`src/rtl/hamming74_decoder.sv`:
```
// ----------------------------------------------------------------------------
// hamming74_decoder
//
// Single-error-correcting Hamming(7,4) decoder with registered outputs.
// Sits on the receive side of a link or memory path. It sits after the
// channel and before the data consumers.
//
// Codeword layout (bit index : Hamming position : role):
//   b0:1:p1  b1:2:p2  b2:3:d  b3:4:p4  b4:5:d  b5:6:d  b6:7:d
// Every check bit uses even parity.
//
// Ports:
//   clk             in   1  rising-edge clock, single clock domain
//   reset           in   1  asynchronous, active-low reset
//   hammingcode     in   7  received codeword; bit i = Hamming position i+1
//   corrected_code  out  7  registered codeword after single-bit correction
//   correctionbits  out  3  registered syndrome {s4,s2,s1}; 0 = no error
//   data_out        out  4  registered decoded data {b6,b5,b4,b2}
//   error_detected  out  1  registered; 1 when the syndrome is non-zero
//
// Latency is one cycle. A new codeword is accepted on every cycle.
// A double-bit error decodes as a wrong single-bit correction and raises
// no separate flag.
// ----------------------------------------------------------------------------
module hamming74_decoder (
    input  logic       clk,
    input  logic       reset,
    input  logic [6:0] hammingcode,
    output logic [6:0] corrected_code,
    output logic [2:0] correctionbits,
    output logic [3:0] data_out,
    output logic       error_detected
);

    logic [2:0] syndrome;
    logic [6:0] flip_mask;
    logic [6:0] corrected;
    logic [3:0] data_bits;

    // Each syndrome bit is the even-parity check over the positions whose
    // Hamming index has that bit set.
    always_comb begin
        syndrome[0] = hammingcode[0] ^ hammingcode[2] ^ hammingcode[4] ^ hammingcode[6];
        syndrome[1] = hammingcode[1] ^ hammingcode[2] ^ hammingcode[5] ^ hammingcode[6];
        syndrome[2] = hammingcode[3] ^ hammingcode[4] ^ hammingcode[5] ^ hammingcode[6];
    end

    // A non-zero syndrome names the Hamming position (index + 1) to invert.
    always_comb begin
        flip_mask = '0;
        for (int unsigned i = 0; i < 7; i++) begin
            if (syndrome == 3'(i + 1)) begin
                flip_mask[i] = 1'b1;
            end
        end
    end

    always_comb begin
        corrected = hammingcode ^ flip_mask;
        data_bits = {corrected[6], corrected[5], corrected[4], corrected[2]};
    end

    always_ff @(posedge clk or negedge reset) begin
        if (!reset) begin
            corrected_code <= '0;
            correctionbits <= '0;
            data_out       <= '0;
            error_detected <= 1'b0;
        end else begin
            corrected_code <= corrected;
            correctionbits <= syndrome;
            data_out       <= data_bits;
            error_detected <= |syndrome;
        end
    end

endmodule

```
`config.mk`:
```
export PLATFORM = sky130hd
export DESIGN_NAME = hamming74_decoder
export DESIGN_NICKNAME = d
export VERILOG_FILES = /design/src/rtl/hamming74_decoder.sv
export SDC_FILE = /design/constraint.sdc
export NUM_CORES = 1
export LEC_CHECK = 0
export CORE_MARGIN = 3
export CORE_UTILIZATION = 30
export DETAILED_ROUTE_END_ITERATION = 12
export MAX_ROUTING_LAYER = met4
export PLACE_DENSITY = 0.63
export SLEW_MARGIN = 25
export SYNTH_ARGS = -nofsm -noshare
export SYNTH_HDL_FRONTEND = slang
export SYNTH_SLANG_ARGS = --single-unit
```
`constraint.sdc`:
```
create_clock -name clk -period 1.6 [get_ports clk]
set_input_delay 0.24 -clock clk [delete_from_list [all_inputs] [get_ports clk]]
set_output_delay 0.24 -clock clk [all_outputs]
set_load 0.05 [all_outputs]
```
==> results of run 1 <==
power by group through the flow:
stage | logic [µW] | registers (µW) | clock network (µW)
finish | 673 | 351 | 171
CTS | 660 | 352 | 179
floorplan | 221 | 559 | 0
global route | 708 | 357 | 193
detailed placement | 649 | 357 | 0
global placement | 644 | 355 | 0
metrics by stage:
step	hold slack [ns]	cells	power, µW	cell area, µm²	utilization, %
global route	0.3353	98	1259	913.4	57.94
finish	0.3031	98	1194	913.4	57.94
floorplan	-0.05559	42	780.4	526.8	-
detailed placement	0.5880	93	1006	829.5	52.62
CTS	0.3116	98	1191	877.1	55.63
global placement	0.5863	93	998.8	829.5	52.62
logic make-up after synthesis:
family | count (synthesis)
AND/OR/NAND/NOR | 9
flip-flops | 11
AO/OA/AOI/OAI | 1
XOR/XNOR | 15
buffers and inverters | 6
layout by cell type, fill, tap and decap left out:
cell	n
xor2_1	3
or3_1	1
nor2_1	1
dlygate4sd2_1	1
inv_2	2
nor3_1	1
a21oi_1	1
buf_4	32
xnor2_1	5
dlymetal6s2s_1	2
dfrtp_1	11
xor2_4	1
xnor2_2	3
clkbuf_4	3
nor3_2	3
clkdlybuf4s50_1	5
clkbuf_1	1
nand3_1	3
xor2_2	3
sequential cells by signal (all words and copies together), names as in the netlist:
name,count
corrected_code,4
correctionbits,3
data_out,3
error_detected,1
Yosys cell counts:
| cell type | number | share of area [%] |
|---|---|---|
| a21oi_1 | 1 | 0.95 |
| inv_1 | 1 | 0.71 |
| xor2_1 | 4 | 6.7 |
| xnor2_1 | 8 | 13 |
| dfrtp_1 | 11 | 52 |
| buf_4 | 4 | 5.7 |
| xor2_2 | 3 | 9.3 |
| or3_1 | 1 | 1.2 |
| nand3_1 | 3 | 2.8 |
| inv_2 | 1 | 0.71 |
| nor2_1 | 1 | 0.71 |
| nor3_2 | 2 | 3.8 |
| nor3_1 | 2 | 1.9 |
worst paths after layout:
kind,endpoint,cells after the start
hold / removal,data_out[0]$_DFF_PN0_,1
min in group clk,data_out[2]$_DFF_PN0_,3
max in group asynchronous,error_detected$_DFF_PN0_,1
setup / recovery,error_detected$_DFF_PN0_,5
timing repair:
action	4_1_cts	5_1_grt
setup endpoints to repair	5	4
setup buffers	1	0
pin swaps	1	1
gates resized for setup	3	7
layout make-up:
class | instances | area share, %
inverter | 2 | 0.8219
timing repair buffer | 40 | 35.48
multi-input combinational | 25 | 28.49
tap | 16 | 2.192
sequential | 11 | 30.14
clock buffer | 4 | 2.877
per-layer routing:
metal,global-route usage [%],up-vias,routed length (µm)
met2,15.83,16,523
li1,-,210,-
met4,8.065,0,19
met1,11.67,182,415
met3,1.128,2,51
met5,-,-,0
==> key figures, run 1 <==
Power and ir drop
  – Pwr dens: 1308 mW/mm²
  – Clock power share: 14.3%
  – Combinational Power Share: 56.3%
  – Flop pwr share: 29.4%
  – NetSw: 523.6 µW
  – P_leak: 0.0004426 µW
  – Switching Share: 43.84%
  – Pint: 670.8 µW
  – Peak supply drop: 459.0 µV

Synthesis
  – Synth Instances: 42
  – Syn_area_per_cell: 12.54 µm²
  – Synth Area in Compound Gates: 0.9501%
  – Synth warnings: 0
  – Yosys reg bits: 11
  – Largest family of logic cells by synthesized area: XOR/XNOR gates
  – Post-synth cell types: 13
  – Sequential fraction of the synthesis area: 52.26%
  – Net count after synthesis: 51
  – Post-Synth Adder-Cell Area: 0%
  – Simple-Gate Fraction of Synth Area: 10.45%
  – Post-synthesis mux area share: 0%
  – Post-synthesis xor/xnor area fraction: 29.22%
  – Mapped cell area: 526.8 µm²

Timing
  – Final hold violation count: 0
  – Fin crit period: 1.523 ns
  – Setup Total Neg Slack: 0 ns
  – Worst-Margin Slew: 0.4549 ns
  – Final WS setup: 0.07665 ns
  – Fmax: 656.5 MHz
  – Final Cycle Share: 95.21%
  – Slew Limit Headroom: 69.58%
  – Endpoints failing setup: 0
  – Max Transition Viols Final: 0

Route
  – Detailed Route WL: 1.010 mm
  – Avg WL per Cell: 10.31 µm
  – DRC Markers: 0
  – Vias per inst: 4.184
  – Vias after detailed routing: 410
  – Number of iterations in the first detailed-routing pass: 1
  – Post-DRT Antenna Nets: 0
  – Initial drt markers: 0

Critical path
  – Crit. End Element: flop
  – Delay-heaviest family, CP: buffers and inverters
  – CP required: 1.73 ns
  – Critical Path Start: hammingcode[2]
  – Startpoint types: input port
  – Max FO, Critical Path: 4
  – Worst path cell trace: clkdlybuf4s50_1 -> xnor2_1 -> xor2_2 -> inv_2 -> or3_1
  – CP bufs+invs: 2
  – CP max stage cell: clkdlybuf4s50_1
  – Largest stage delay on the critical path: 0.49 ns
  – Critical setup path kind: input port to flop
  – Critical path data arrival time: 1.65 ns

Layout
  – Multi-input gate area: 260.3 µm²
  – Nets: 92
  – Antenna Cells: 0
  – Filler Cell Count: 142
  – Sequential Area: 275.3 µm²
  – Synthesis-to-finish area growth: 73.40%
  – Layout cell share with drive strength beyond 1: 57.32%

Die
  – Die width: 47.90 µm
  – # IOs: 24
  – DIE HEIGHT: 47.90 µm
  – Die area: 0.002294 mm²
  – Cell Rows: 14
  – Core area: 0.001577 mm²
  – Starting density of the core: 33.41%

Clock network
  – Clk buf depth: 2
  – Clock H-tree levels: 1
  – Clock Sinks: 11
  – Hold Buf Count CTS: 0
  – Clk slew on worst S/H paths: 0.06 ns
  – Root buf cell: clkbuf_4
  – CTS Buf Count: 3
  – Clock tree from TritonCTS: built

Flow run
  – Max-cap violations: 0

Global routing
  – Number of global-route vias before repair: 367
  – GR Overflow Total: 0
  – Largest net degree at the start of global routing: 12
  – Initial antenna violation count: 0
  – Gr usage total: 10.17%
  – First-pass GRT wire length: 1.518 mm

Hold path
  – Hold Crit Class: input port to asynchronous set/reset pin

Placed design
  – Pre-CTS setup slack: -0.3403 ns
  – Port buffer count: 23
  – Routability cong.: 0.7690

Run status
  – Status: completed
No activity file was read; power rests on OpenSTA's default activity.
==> run 2, diff against run 1 <==
==> constraint.sdc (replaced) <==
create_clock -name clk -period 1.5 [get_ports clk]
set_input_delay 0.225 -clock clk [delete_from_list [all_inputs] [get_ports clk]]
set_output_delay 0.225 -clock clk [all_outputs]
set_load 0.05 [all_outputs]
==> key figures, run 2 (synthesized netlist as in run 1, its figures left out) <==
Timing
  – Fmax: 702.2 MHz
  – Setup Total Neg Slack: 0 ns
  – Unrepaired setup endpoints after global routing: no
  – Final Cycle Share: 94.94%
  – Final hold violation count: 0
  – Fin crit period: 1.424 ns
  – Slew Limit Headroom: 70.59%
  – Worst-Margin Slew: 0.4397 ns
  – Endpoints failing setup: 0
  – Max Transition Viols Final: 0

Layout
  – Final core occ: 59.44%
  – Layout cell share with drive strength beyond 1: 59.04%
  – Most frequent cells in the layout: buf_4 (33), dfrtp_1 (11), xor2_2 (4), xnor2_1 (4)
  – Multi-input gate area: 279.0 µm²
  – Synthesis-to-finish area growth: 77.91%
  – Filler Cell Count: 135
  – Number of flip-flops in the largest register: 4
  – Largest regs: corrected_code x4, correctionbits x3, data_out x3
  – Commonest non-fill, non-tap cell in the layout: buf_4
  – Nets: 93
  – Antenna Cells: 0
  – Sequential Area: 275.3 µm²
  – Register bank with the most flops: corrected_code

Route
  – DRC Markers: 0
  – Initial drt markers: 1
  – Detailed Route WL: 1.033 mm
  – Avg WL per Cell: 10.43 µm
  – Number of iterations in the first detailed-routing pass: 3
  – Vias per inst: 4.343
  – Vias after detailed routing: 430
  – Post-DRT Antenna Nets: 0

Die
  – Die width: 47.90 µm
  – Starting density of the core: 33.41%
  – Cell Rows: 14
  – Core area: 0.001577 mm²
  – # IOs: 24
  – DIE HEIGHT: 47.90 µm
  – Die area: 0.002294 mm²

Clock network
  – Clock H-tree levels: 1
  – Root buf cell: clkbuf_4
  – Clock Sinks: 11
  – Clock tree from TritonCTS: built
  – Clk buf depth: 2
  – CTS Buf Count: 3
  – Clk slew on worst S/H paths: 0.06 ns

Flow run
  – Max-cap violations: 0

Critical path
  – Startpoint types: input port
  – Crit. End Element: flop
  – Max FO, Critical Path: 4
  – Critical setup path kind: input port to flop
  – Critical path data arrival time: 1.55 ns
  – CP required: 1.63 ns

Global routing
  – Gr usage total: 10.55%
  – First-pass GRT wire length: 1.531 mm
  – Initial antenna violation count: 0
  – Number of global-route vias before repair: 404
  – GR Overflow Total: 0
  – Largest net degree at the start of global routing: 12

Power and ir drop
  – Pwr dens: 1372 mW/mm²
  – Peak supply drop: 482.0 µV
  – P_leak: 0.0004568 µW

Placed design
  – Port buffer count: 23
  – Routability cong.: 0.7749
  – Post-DP HPWL: 800.7 µm

Hold path
  – Hold Crit Class: input port to asynchronous set/reset pin

Run status
  – Status: completed
-- run 2: changes by cell type in the layout (fill, tap and decap cells not counted), sizes merged --
cell	delta
buf	+1
dlygate4sd2	+2
clkdlybuf4s50	-2
-- run 2: per-layer routing --
metal | GRT usage (%) | share of wire (%) | vias to the layer above
met3 | 1.128 | 5.9 | 2
met4 | 11.29 | 2.6 | 0
met1 | 11.16 | 40 | 202
li1 | - | - | 210
met5 | - | 0 | -
met2 | 16.09 | 51 | 16
-- run 2: stage by stage --
| stage | std cells | area (µm²) | worst slack, ns | power [µW] | hold WS (ns) |
|---|---|---|---|---|---|
| after detailed placement | 93 | 829.5 | -0.4189 | 1072 | 0.5677 |
| after floorplan | 42 | 526.8 | 0.1975 | 832.5 | -0.07059 |
| after global routing | 99 | 937.1 | 0.007187 | 1354 | 0.3080 |
| final | 99 | 937.1 | 0.07586 | 1286 | 0.2822 |
| after CTS | 98 | 913.4 | 0.01254 | 1291 | 0.2923 |
| after global placement | 93 | 829.5 | -0.4005 | 1066 | 0.5710 |
-- run 2: cell type report --
cell class / instances / area share, %
Timing Repair Buffer: 41 / 35.11
Inverter: 2 / 0.8011
Tap cell: 16 / 2.136
Sequential cell: 11 / 29.37
Multi-Input combinational cell: 25 / 29.77
Clock buffer: 4 / 2.804
-- run 2: worst max-delay path, cell delays in order --
cell and delay (ns):
clkdlybuf4s50_1 0.52, xnor2_2 0.15, xor2_2 0.20, inv_2 0.08, or3_1 0.37
-- run 2: final timing paths --
kind | from | end | slack (ns) | depth (start not counted)
setup / recovery | hammingcode[1] | error_detected$_DFF_PN0_ | 0.08 | 5
min in group clk | hammingcode[2] | data_out[0]$_DFF_PN0_ | 0.42 | 3
max in group asynchronous | reset | correctionbits[1]$_DFF_PN0_ | 0.92 | 1
hold / removal | reset | correctionbits[0]$_DFF_PN0_ | 0.28 | 1
-- run 2: where the power goes --
| group | internal, µW | switching (µW) | total [µW] | leakage (µW) |
|---|---|---|---|---|
| clock | 102 | 79.9 | 182 | 0.0000150 |
| sequential | 355 | 20.1 | 376 | 0.000126 |
| combinational | 267 | 461 | 728 | 0.000316 |
| total | 724 | 561 | 1290 | 0.000457 |
-- run 2: repair_timing --
action                                 CTS  global route
setup buffers                            1             1
hold buffers                             0             0
pin swaps                                2             2
endpoints found under the hold margin    0             0
setup endpoints to repair                8             3
gates resized for setup                 11             3
